===== src/rtl/pwm_fade_pkg.sv =====
// rtl/pwm_fade_pkg.sv - register offsets, FSM states and byte-lane helpers for pwm_fade_ctrl
package pwm_fade_pkg;

    localparam logic [1:0] CUR_OFS      = 2'd0;
    localparam logic [1:0] TARGET_OFS   = 2'd1;
    localparam logic [1:0] STEP_OFS     = 2'd2;
    localparam logic [5:0] STATUS_ADDR  = 6'h20;
    localparam logic [5:0] IRQEN_ADDR   = 6'h21;
    localparam logic [5:0] TICKDIV_ADDR = 6'h22;

    typedef enum logic {IDLE, SCAN} fade_state_e;

    function automatic logic [31:0] strb_merge(input logic [31:0] old, input logic [31:0] wdata,
                                               input logic [3:0] wstrb);
        logic [31:0] r;
        for (int b = 0; b < 4; b++) begin
            r[8*b +: 8] = wstrb[b] ? wdata[8*b +: 8] : old[8*b +: 8];
        end
        return r;
    endfunction

    // Byte lanes that overlap a register of the given bit width.
    function automatic logic [3:0] lane_mask(input int width);
        logic [3:0] m;
        for (int b = 0; b < 4; b++) begin
            m[b] = (8 * b < width);
        end
        return m;
    endfunction

endpackage


===== src/rtl/pwm_fade_tick.sv =====
// rtl/pwm_fade_tick.sv - free-running prescaler, one-cycle tick every tickdiv+1 cycles
module pwm_fade_tick #(
    parameter int PW = 16
) (
    input  logic          clk,
    input  logic          reset,
    input  logic [PW-1:0] tickdiv,
    output logic          tick
);
    logic [PW-1:0] cnt;

    assign tick = (cnt == tickdiv);

    always_ff @(posedge clk) begin
        if (reset) begin
            cnt <= '0;
        end else if (tick) begin
            cnt <= '0;
        end else begin
            cnt <= cnt + 1'b1;
        end
    end
endmodule


===== src/rtl/pwm_fade_ctrl.sv =====
// rtl/pwm_fade_ctrl.sv - bus-mapped duty fader for NCH PWM channels; PWM_FADE_GAMMA_EN selects square-law duty
module pwm_fade_ctrl
    import pwm_fade_pkg::*;
#(
    parameter int NCH = 4,
    parameter int DW  = 8,
    parameter int PW  = 16
) (
    input  logic           clk,
    input  logic           reset,
    input  logic           valid,
    output logic           ready,
    input  logic [3:0]     wstrb,
    input  logic [31:0]    addr,
    input  logic [31:0]    wdata,
    output logic [31:0]    rdata,
    output logic [NCH-1:0] pwm_out,
    output logic           irq
);
    logic [DW-1:0]  cur      [NCH];
    logic [DW-1:0]  tgt      [NCH];
    logic [DW-1:0]  step     [NCH];
    logic [DW-1:0]  duty_eff [NCH];
    logic [NCH-1:0] done, irq_en, busy, done_set, done_clr;
    logic [PW-1:0]  tickdiv;
    logic [DW-1:0]  pcnt;
    fade_state_e    state;
    logic [2:0]     idx;
    logic           tick, tick_pending;

    logic [5:0]    word;
    logic [2:0]    ch_sel;
    logic [1:0]    ofs;
    logic          req, wr, ch_reg, conflict, eng_en, eng_land;
    logic          hit_dw, hit_nch, hit_pw;
    logic [31:0]   rd_val, wv;
    logic [DW-1:0] cur_s, tgt_s, step_s, step_e, eng_cur;
    logic [DW:0]   up_sum;

    assign word     = addr[7:2];
    assign ch_sel   = word[4:2];
    assign ofs      = word[1:0];
    assign req      = valid && !ready;
    assign wr       = req && (wstrb != 4'd0);
    assign ch_reg   = (word < 6'(NCH * 4)) && (ofs != 2'd3);
    assign wv       = strb_merge(rd_val, wdata, wstrb);
    assign hit_dw   = |(wstrb & lane_mask(DW));
    assign hit_nch  = |(wstrb & lane_mask(NCH));
    assign hit_pw   = |(wstrb & lane_mask(PW));
    assign irq      = |(done & irq_en);

    logic unused_bits;
    assign unused_bits = &{1'b0, addr[31:8], addr[1:0], wv};

    pwm_fade_tick #(.PW(PW)) u_tick (
        .clk     (clk),
        .reset   (reset),
        .tickdiv (tickdiv),
        .tick    (tick)
    );

    always_comb begin
        for (int c = 0; c < NCH; c++) begin
            busy[c] = (cur[c] != tgt[c]);
        end
    end

    always_comb begin
        rd_val = '0;
        if (ch_reg) begin
            for (int c = 0; c < NCH; c++) begin
                if (ch_sel == 3'(c)) begin
                    case (ofs)
                        CUR_OFS:    rd_val[DW-1:0] = cur[c];
                        TARGET_OFS: rd_val[DW-1:0] = tgt[c];
                        default:    rd_val[DW-1:0] = step[c];
                    endcase
                end
            end
        end else if (word == STATUS_ADDR) begin
            rd_val[NCH-1:0] = busy;
            rd_val[NCH+7:8] = done;
        end else if (word == IRQEN_ADDR) begin
            rd_val[NCH-1:0] = irq_en;
        end else if (word == TICKDIV_ADDR) begin
            rd_val[PW-1:0] = tickdiv;
        end
    end

    // Step engine for the channel under scan; DW+1 bit math so nothing wraps at 0 or full scale.
    always_comb begin
        cur_s  = '0;
        tgt_s  = '0;
        step_s = '0;
        for (int c = 0; c < NCH; c++) begin
            if (idx == 3'(c)) begin
                cur_s  = cur[c];
                tgt_s  = tgt[c];
                step_s = step[c];
            end
        end
        step_e  = (step_s == '0) ? DW'(1) : step_s;
        up_sum  = {1'b0, cur_s} + {1'b0, step_e};
        eng_cur = cur_s;
        if (cur_s < tgt_s) begin
            eng_cur = (up_sum >= {1'b0, tgt_s}) ? tgt_s : up_sum[DW-1:0];
        end else if (cur_s > tgt_s) begin
            eng_cur = ({1'b0, cur_s} <= ({1'b0, tgt_s} + {1'b0, step_e})) ? tgt_s : (cur_s - step_e);
        end
        eng_land = (cur_s != tgt_s) && (eng_cur == tgt_s);
    end

    assign conflict = wr && ch_reg && (ch_sel == idx);
    assign eng_en   = (state == SCAN) && !conflict;

    always_comb begin
        done_set = '0;
        for (int c = 0; c < NCH; c++) begin
            if (eng_en && eng_land && (idx == 3'(c))) begin
                done_set[c] = 1'b1;
            end
        end
        done_clr = (wr && (word == STATUS_ADDR) && wstrb[1]) ? wdata[NCH+7:8] : '0;
    end

`ifdef PWM_FADE_GAMMA_EN
    always_comb begin
        for (int c = 0; c < NCH; c++) begin
            duty_eff[c] = DW'(((2*DW)'(cur[c]) * (2*DW)'(cur[c])) >> DW);
        end
    end
`else
    always_comb begin
        for (int c = 0; c < NCH; c++) begin
            duty_eff[c] = cur[c];
        end
    end
`endif

    always_ff @(posedge clk) begin
        if (reset) begin
            for (int c = 0; c < NCH; c++) begin
                cur[c]  <= '0;
                tgt[c]  <= '0;
                step[c] <= '0;
            end
            done    <= '0;
            irq_en  <= '0;
            tickdiv <= '0;
        end else begin
            for (int c = 0; c < NCH; c++) begin
                if (eng_en && (idx == 3'(c))) begin
                    cur[c] <= eng_cur;
                end
                if (wr && ch_reg && (ch_sel == 3'(c)) && hit_dw) begin
                    case (ofs)
                        CUR_OFS: begin
                            cur[c] <= wv[DW-1:0];
                            tgt[c] <= wv[DW-1:0];
                        end
                        TARGET_OFS: tgt[c]  <= wv[DW-1:0];
                        default:    step[c] <= wv[DW-1:0];
                    endcase
                end
            end
            // A set from the engine beats a same-cycle write-1-to-clear.
            done <= (done & ~done_clr) | done_set;
            if (wr && (word == IRQEN_ADDR) && hit_nch) begin
                irq_en <= wv[NCH-1:0];
            end
            if (wr && (word == TICKDIV_ADDR) && hit_pw) begin
                tickdiv <= wv[PW-1:0];
            end
        end
    end

    always_ff @(posedge clk) begin
        if (reset) begin
            state        <= IDLE;
            idx          <= '0;
            tick_pending <= 1'b0;
        end else begin
            case (state)
                IDLE: begin
                    tick_pending <= 1'b0;
                    if (tick || tick_pending) begin
                        state <= SCAN;
                        idx   <= '0;
                    end
                end
                default: begin
                    if (tick) begin
                        tick_pending <= 1'b1;
                    end
                    if (idx == 3'(NCH - 1)) begin
                        state <= IDLE;
                    end else begin
                        idx <= idx + 3'd1;
                    end
                end
            endcase
        end
    end

    always_ff @(posedge clk) begin
        if (reset) begin
            ready <= 1'b0;
            rdata <= '0;
        end else begin
            ready <= req;
            rdata <= req ? rd_val : '0;
        end
    end

    always_ff @(posedge clk) begin
        if (reset) begin
            pcnt    <= '0;
            pwm_out <= '0;
        end else begin
            pcnt <= pcnt + 1'b1;
            for (int c = 0; c < NCH; c++) begin
                pwm_out[c] <= (pcnt < duty_eff[c]);
            end
        end
    end
endmodule

===== config.mk =====
export PLATFORM = sky130hd
export DESIGN_NAME = pwm_fade_ctrl
export DESIGN_NICKNAME = d
export VERILOG_FILES = /design/src/rtl/pwm_fade_pkg.sv /design/src/rtl/pwm_fade_tick.sv /design/src/rtl/pwm_fade_ctrl.sv
export SDC_FILE = /design/constraint.sdc
export NUM_CORES = 1
export LEC_CHECK = 0
export BUFFER_PORTS_ARGS = -buffer_cell sky130_fd_sc_hd__buf_2
export CAP_MARGIN = 20
export CORE_UTILIZATION = 30
export DETAILED_ROUTE_END_ITERATION = 10
export GPL_TIMING_DRIVEN = 1
export PLACE_DENSITY = 0.42
export SLEW_MARGIN = 20
export SYNTH_ARGS = -nofsm -noshare
export SYNTH_HDL_FRONTEND = slang
export SYNTH_HIERARCHICAL = 1
export SYNTH_SLANG_ARGS = --single-unit

===== constraint.sdc =====
create_clock -name clk -period 7.8 [get_ports clk]
set_clock_uncertainty 0.15 [all_clocks]
set_input_delay 0 -clock clk [delete_from_list [all_inputs] [get_ports clk]]
set_output_delay 0 -clock clk [all_outputs]
set_load 0.005 [all_outputs]

==> run metrics, run 1 <==
status=complete, no violations; EDFF count, synth=96; Max Clk Rate=137.9 MHz; io pins=109; crit path DAT=7450 ps; Finished Core Util=34.87%; Final GP Congestion=0.9126; slew margin rel.=34.33%; CP Max Fanout=7; setup_tns=0 ps; GRT Resource Usage Total=21.42%; Multi-input gate area=0.006664 mm^2; sequential share of the synthesized area=37.53%; vias in the first global route=9366; ys async rst share=0%; share of layout cells above drive strength 1=11.78%; Place WS=270.9 ps; commonest non-fill, non-tap cell in the layout=nor2_1; clock root cell=clkbuf_16; Reg area=0.004364 mm^2; fillers=3963; Synth Area per Inst=9.155 um^2; largest net degree at the start of global routing=45; WL/cell=22.57 um; Worst-path clk slew=70 ps; post-DP HPWL=31920 um; CP required=8000 ps; Worst-Margin Slew=974.7 ps; drc violations=0; Post-Syn Instances=1270; met2 Track Usage GR=34.33%; initial antenna violation count=5; first-pass iteration count of the detailed router=5; Core Box Area=0.03793 mm^2; CTS tree=yes; Remaining Overflow, GRT=0; Iteration-0 DRC Markers=851; Starting Density=30.65%; Max VDD drop=0.1489 mV; post-synth design cell area=0.01163 mm^2; grt met1 use=29.29%; hold_ws=126.0 ps; TritonCTS Buffers=17; busiest grt layer=met2; # Max-Cap Violations=0; Yosys cell types=70; ys flop type=edfxtp_1; CP peak stage delay=640 ps; RSZ-0062 raised after global routing=no; Setup crit end kind=flop; Max H-tree Level=4; crit share post-route=92.95%; worst hold path class=input port to flop; final wirelength=41820 um; Final Max Tran Viols=0; Die Ht=198.9 um; std cell rows=71; die width=198.9 um; via density per instance=5.279; minimum clock period=7250 ps; CP max stage cell=or4_4; most frequent cells in the layout=nor2_1, edfxtp_1, nand2_1, ha_1, dfxtp_1; Port-buffer cells=50; Final Hold Viols=0; first-pass GRT wire length=61150 um; Startpoint Class=flop; CTS sink count=170; Area growth, synth to finish=13.75%; Seq cells post-synth=170; via count=9782; critical path class=flop to flop; power density cells=235.8 mW/mm^2; Final ANT Viol Nets=0; Longest Clk Path Bufs=2; met3 Usage GRT=4.273%; Ys Warns=6; leakage=0.005230 uW; total die area=0.03955 mm^2; Final Worst Setup Slack=550.2 ps; fin nets=1484; clk_lat worst skew=440 ps; final setup fails=0
-- per-stage QoR --
| step | std cells | total power (uW) | area [um^2] |
|---|---|---|---|
| floorplan | 1285 | 1814 | 11680 |
| global placement | 1800 | 2268 | 12430 |
| detailed placement | 1800 | 2261 | 12440 |
| CTS | 1850 | 3121 | 13190 |
| global route | 1852 | 3283 | 13220 |
| finish | 1853 | 3119 | 13230 |
-- path summary, 6_finish.rpt --
path         cells after the start  slack, ps         end        from
max                             30        550     done[1]      idx[0]
min                              5        130    rdata[8]     addr[7]
max reg2reg                     30        550     done[1]      idx[0]
min reg2reg                      2        340  tickdiv[9]  tickdiv[9]
-- sequential cells by signal, indices dropped and copies added, names as in the netlist, 8 cells and up --
signal      count
u_tick/cnt     16
step           32
rdata          16
pcnt            8
tgt            32
tickdiv        16
cur            32
-- power breakdown --
part | total, uW | leakage (uW) | internal (uW) | switching [uW]
combinational | 1240 | 0.00335 | 449 | 787
clock | 846 | 0.000293 | 472 | 373
sequential | 1040 | 0.00159 | 986 | 50.2
-- cells by family (layout without fill, tap and decap cells) --
group	Yosys count	after routing	share of synthesized area [%]
buffers and inverters	153	209	5.897
adders and majority gates	85	85	9.340
xor gates and xnor gates	88	88	6.629
and+or+nand+nor	413	413	16.29
DFF	170	170	37.53
AOI/OAI and AO/OA	315	315	18.99
muxes	45	45	5.284
other	1	17	0.03225
-- Yosys cell counts (all sizes together) (4+ instances only) --
cell type / n / area share [%]
a221o: 11 / 0.95
xnor2: 52 / 3.9
o41ai: 4 / 0.62
a21o: 22 / 1.4
clkbuf: 39 / 1.3
nand4: 15 / 0.81
nand2: 95 / 3.1
a32oi: 7 / 0.59
o21a: 4 / 0.26
o211ai: 10 / 0.65
nor2b: 17 / 0.94
nand2b: 25 / 1.3
a221oi: 15 / 1.3
nor4: 11 / 0.59
buf: 43 / 2.3
a22oi: 18 / 1.2
o22ai: 36 / 1.9
mux2i: 31 / 2.7
and2: 10 / 0.54
o21ai: 58 / 2.5
o31ai: 11 / 0.75
or2: 6 / 0.32
nor3: 18 / 0.77
a31oi: 4 / 0.22
a21oi: 61 / 2.7
nand3b: 8 / 0.52
a211oi: 21 / 1.4
xor2: 36 / 2.7
dfxtp: 74 / 13
edfxtp: 96 / 25
nor2: 176 / 5.7
ha: 82 / 8.8
mux4: 13 / 2.5
inv: 71 / 2.3
and3: 10 / 0.54
nand3: 14 / 0.60
a211o: 5 / 0.38
-- final cells by class --
cell class	instances	area share [%]
diodes	1	0.01892
clock buffers	23	3.945
clock inverters	9	0.3973
inverters	71	2.015
multi-input cells	962	50.38
flip-flops and latches	170	33.00
well taps	511	4.834
repair buffers	106	5.411
-- worst max-delay path, delay by kind of cell (launching register included) --
family,cells,cell delay (ps)
XOR/XNOR,1,140
AND/OR/NAND/NOR,8,2090
adder cells (fa/ha/maj),4,1060
buffers and inverters,5,750
AO/OA/AOI/OAI,12,2500
flip-flops,1,460
-- metal layers --
| metal | up-vias | wire, um | share of wire [%] |
|---|---|---|---|
| met2 | 306 | 19260 | 46 |
| met4 | 8 | 832 | 2.0 |
| met3 | 47 | 2457 | 5.9 |
| met1 | 4719 | 19220 | 46 |
| met5 | - | 50 | 0.12 |
| li1 | 4702 | - | - |
-- what timing repair did --
item / in CTS / in global routing
resized for setup: 0 / 4
endpoints found under the setup margin: 0 / 14
hold buffers: 18 / 0
setup buffers: 0 / 1
hold endpoints to repair: 41 / 0
No activity file was read; power rests on OpenSTA's default activity.
==> run 2, diff against run 1 <==
--- a/config.mk
+++ b/config.mk
@@ -10,7 +10,7 @@
 export CORE_UTILIZATION = 30
 export DETAILED_ROUTE_END_ITERATION = 10
 export GPL_TIMING_DRIVEN = 1
-export PLACE_DENSITY = 0.42
+export HOLD_SLACK_MARGIN = 0.05
 export SLEW_MARGIN = 20
 export SYNTH_ARGS = -nofsm -noshare
 export SYNTH_HDL_FRONTEND = slang
==> constraint.sdc (replaced) <==
create_clock -name clk -period 7.8 [get_ports clk]
set_clock_uncertainty 0.15 [all_clocks]
set_input_delay 1.56 -clock clk [delete_from_list [all_inputs] [get_ports clk]]
set_output_delay 1.56 -clock clk [all_outputs]
set_load 0.005 [all_outputs]
==> run 2 against run 1 <==
  * Via count increased by 1.4%
  * Worst setup slack gained 26 ps
  * Wire length fell by 11%
  * Highest routed layer unchanged
  * Critical endpoint is now done[2]
  * Count of clock-buffer cells in the layout fell by 5
  * Critical path type unchanged
  * Largest cell class unchanged
  * First-iteration DRC count up 38%
  * Critical path depth unchanged
  * Combinational power is 5% lower
  * Sequential power is essentially flat
  * Non-clock buffer count fell by 27
==> run metrics, run 2 (synthesis results as in run 1) <==
Max VDD drop=0.1262 mV; Sw Ratio=39.42%; leakage=0.005110 uW; internal power=1857 uW; std cell rows=71; Final Max Tran Viols=0; total die area=0.03955 mm^2; setup_tns=0 ps; Worst-Margin Slew=1070 ps; Clock power frac=28.0%; Final GP Congestion=0.9356; clk_lat worst skew=440 ps; Hold Startpoint=tickdiv[9]; fin nets=1457; Top Registers=cur (32), step (32), tgt (32); share of layout cells above drive strength 1=11.42%; largest net degree at the start of global routing=60; status=complete, no violations; CTS tree=yes; # Max-Cap Violations=0; hold_buf cts=0; first-pass GRT wire length=55730 um; Area growth, synth to finish=11.89%; R2R Path Start=idx[0]; most frequent cells in the layout=nor2_1, edfxtp_1, nand2_1, ha_1, dfxtp_1; Starting Density=30.65%; Psw=1209 uW; via density per instance=5.425; Iteration-0 DRC Markers=1178; commonest non-fill, non-tap cell in the layout=nor2_1; CTS sink count=170; crit share post-route=92.61%; CP required=8000 ps; Comb power frac=38.3%; clock root cell=clkbuf_16; Core Box Area=0.03793 mm^2; R2R setup slack=580 ps; worst hold path class=flop to flop; initial antenna violation count=5; power density cells=235.7 mW/mm^2; post-DP HPWL=28070 um; critical path class=flop to flop; Final Worst Setup Slack=576.4 ps; io pins=109; Sequential Power Share=33.7%; GRT Resource Usage Total=19.00%; Startpoint Class=flop; hold endpoint=tickdiv[9]; Setup crit end kind=flop; CP max stage cell=or4_4; post_cts resized=0; die width=198.9 um; slew margin rel.=27.91%; crit path DAT=7420 ps; Max H-tree Level=4; first-pass iteration count of the detailed router=5; WL/cell=20.29 um; via count=9923; Final ANT Viol Nets=0; Max Clk Rate=138.4 MHz; CP Launch Point=idx[0]; TritonCTS Buffers=17; drc violations=0; Place WS=302.1 ps; final setup fails=0; most frequent CP cell=inv_1; final wirelength=37100 um; cells on worst reg2reg path=30; RSZ-0062 raised after global routing=no; Remaining Overflow, GRT=0; Longest Clk Path Bufs=2; capture point of the worst reg-to-reg path=done[2]; Final Hold Viols=0; Finished Core Util=34.30%; Die Ht=198.9 um; CP peak stage delay=590 ps; minimum clock period=7224 ps; CP Max Fanout=9; Worst-path clk slew=70 ps; Post-CTS Setup Inserts=0; Hold Crit Depth=2; vias in the first global route=9146; Port-buffer cells=50
run 2: changes by cell type in the layout (fill, tap and decap cells not counted), moves of 3 or more:
| cell | delta |
|---|---|
| dlygate4sd3_1 | -18 |
| inv_4 | -3 |
| inv_8 | +6 |
| buf_4 | -8 |
| clkinv_2 | -5 |
| diode_2 | +3 |
run 2: layout make-up:
type | count | area [um^2]
clock buffer | 18 | 450.4
sequential | 170 | 4364
antenna | 4 | 10.01
multi-input combinational | 962 | 6669
tap | 511 | 639.4
inverter | 71 | 266.5
timing repair buffer | 79 | 467.9
clock inverter | 14 | 142.6
fill | 3873 | 24920
run 2: critical path, delay by kind of cell (launching register included):
family | cells | cell delay [ps]
AOI/OAI and AO/OA | 11 | 2500
xor gates and xnor gates | 1 | 140
adders and majority gates | 4 | 1120
buffers and inverters | 6 | 820
DFF | 1 | 450
and+or+nand+nor | 8 | 1940
run 2: worst max path at each step:
stage	endpoint
floorplan	done[2]
global placement	done[2]
detailed placement	done[2]
CTS	done[2]
global route	cur[3][4]
finish	done[2]
run 2: per-stage QoR:
stage	hold WS (ps)	total power, uW	instance area, um^2	cells
2_1_floorplan	291.7	1814	11680	1285
6_report	341.1	3066	13010	1829
4_1_cts	345.2	3050	12970	1825
3_3_place_gp	324.4	2182	12380	1793
3_5_place_dp	333.3	2193	12380	1793
5_1_grt	362.2	3222	13000	1826
run 2: power groups by stage:
stage / Combinational [uW] / Sequential (uW) / Clock (uW)
5_1_grt: 1280 / 1040 / 904
3_3_place_gp: 1130 / 1050 / 0
2_1_floorplan: 783 / 1030 / 0
3_5_place_dp: 1140 / 1050 / 0
6_report: 1180 / 1030 / 857
4_1_cts: 1150 / 1030 / 871
run 2: per-layer routing:
| metal | wire [um] | part of all wire [%] | GRT usage, % | vias up |
|---|---|---|---|---|
| met2 | 16480 | 44 | 29.38 | 463 |
| met5 | 9 | 0.024 | 0 | - |
| met1 | 16220 | 44 | 26.02 | 4757 |
| met4 | 836 | 2.3 | 5.613 | 2 |
| met3 | 3560 | 9.6 | 4.612 | 62 |
| li1 | - | - | - | 4639 |
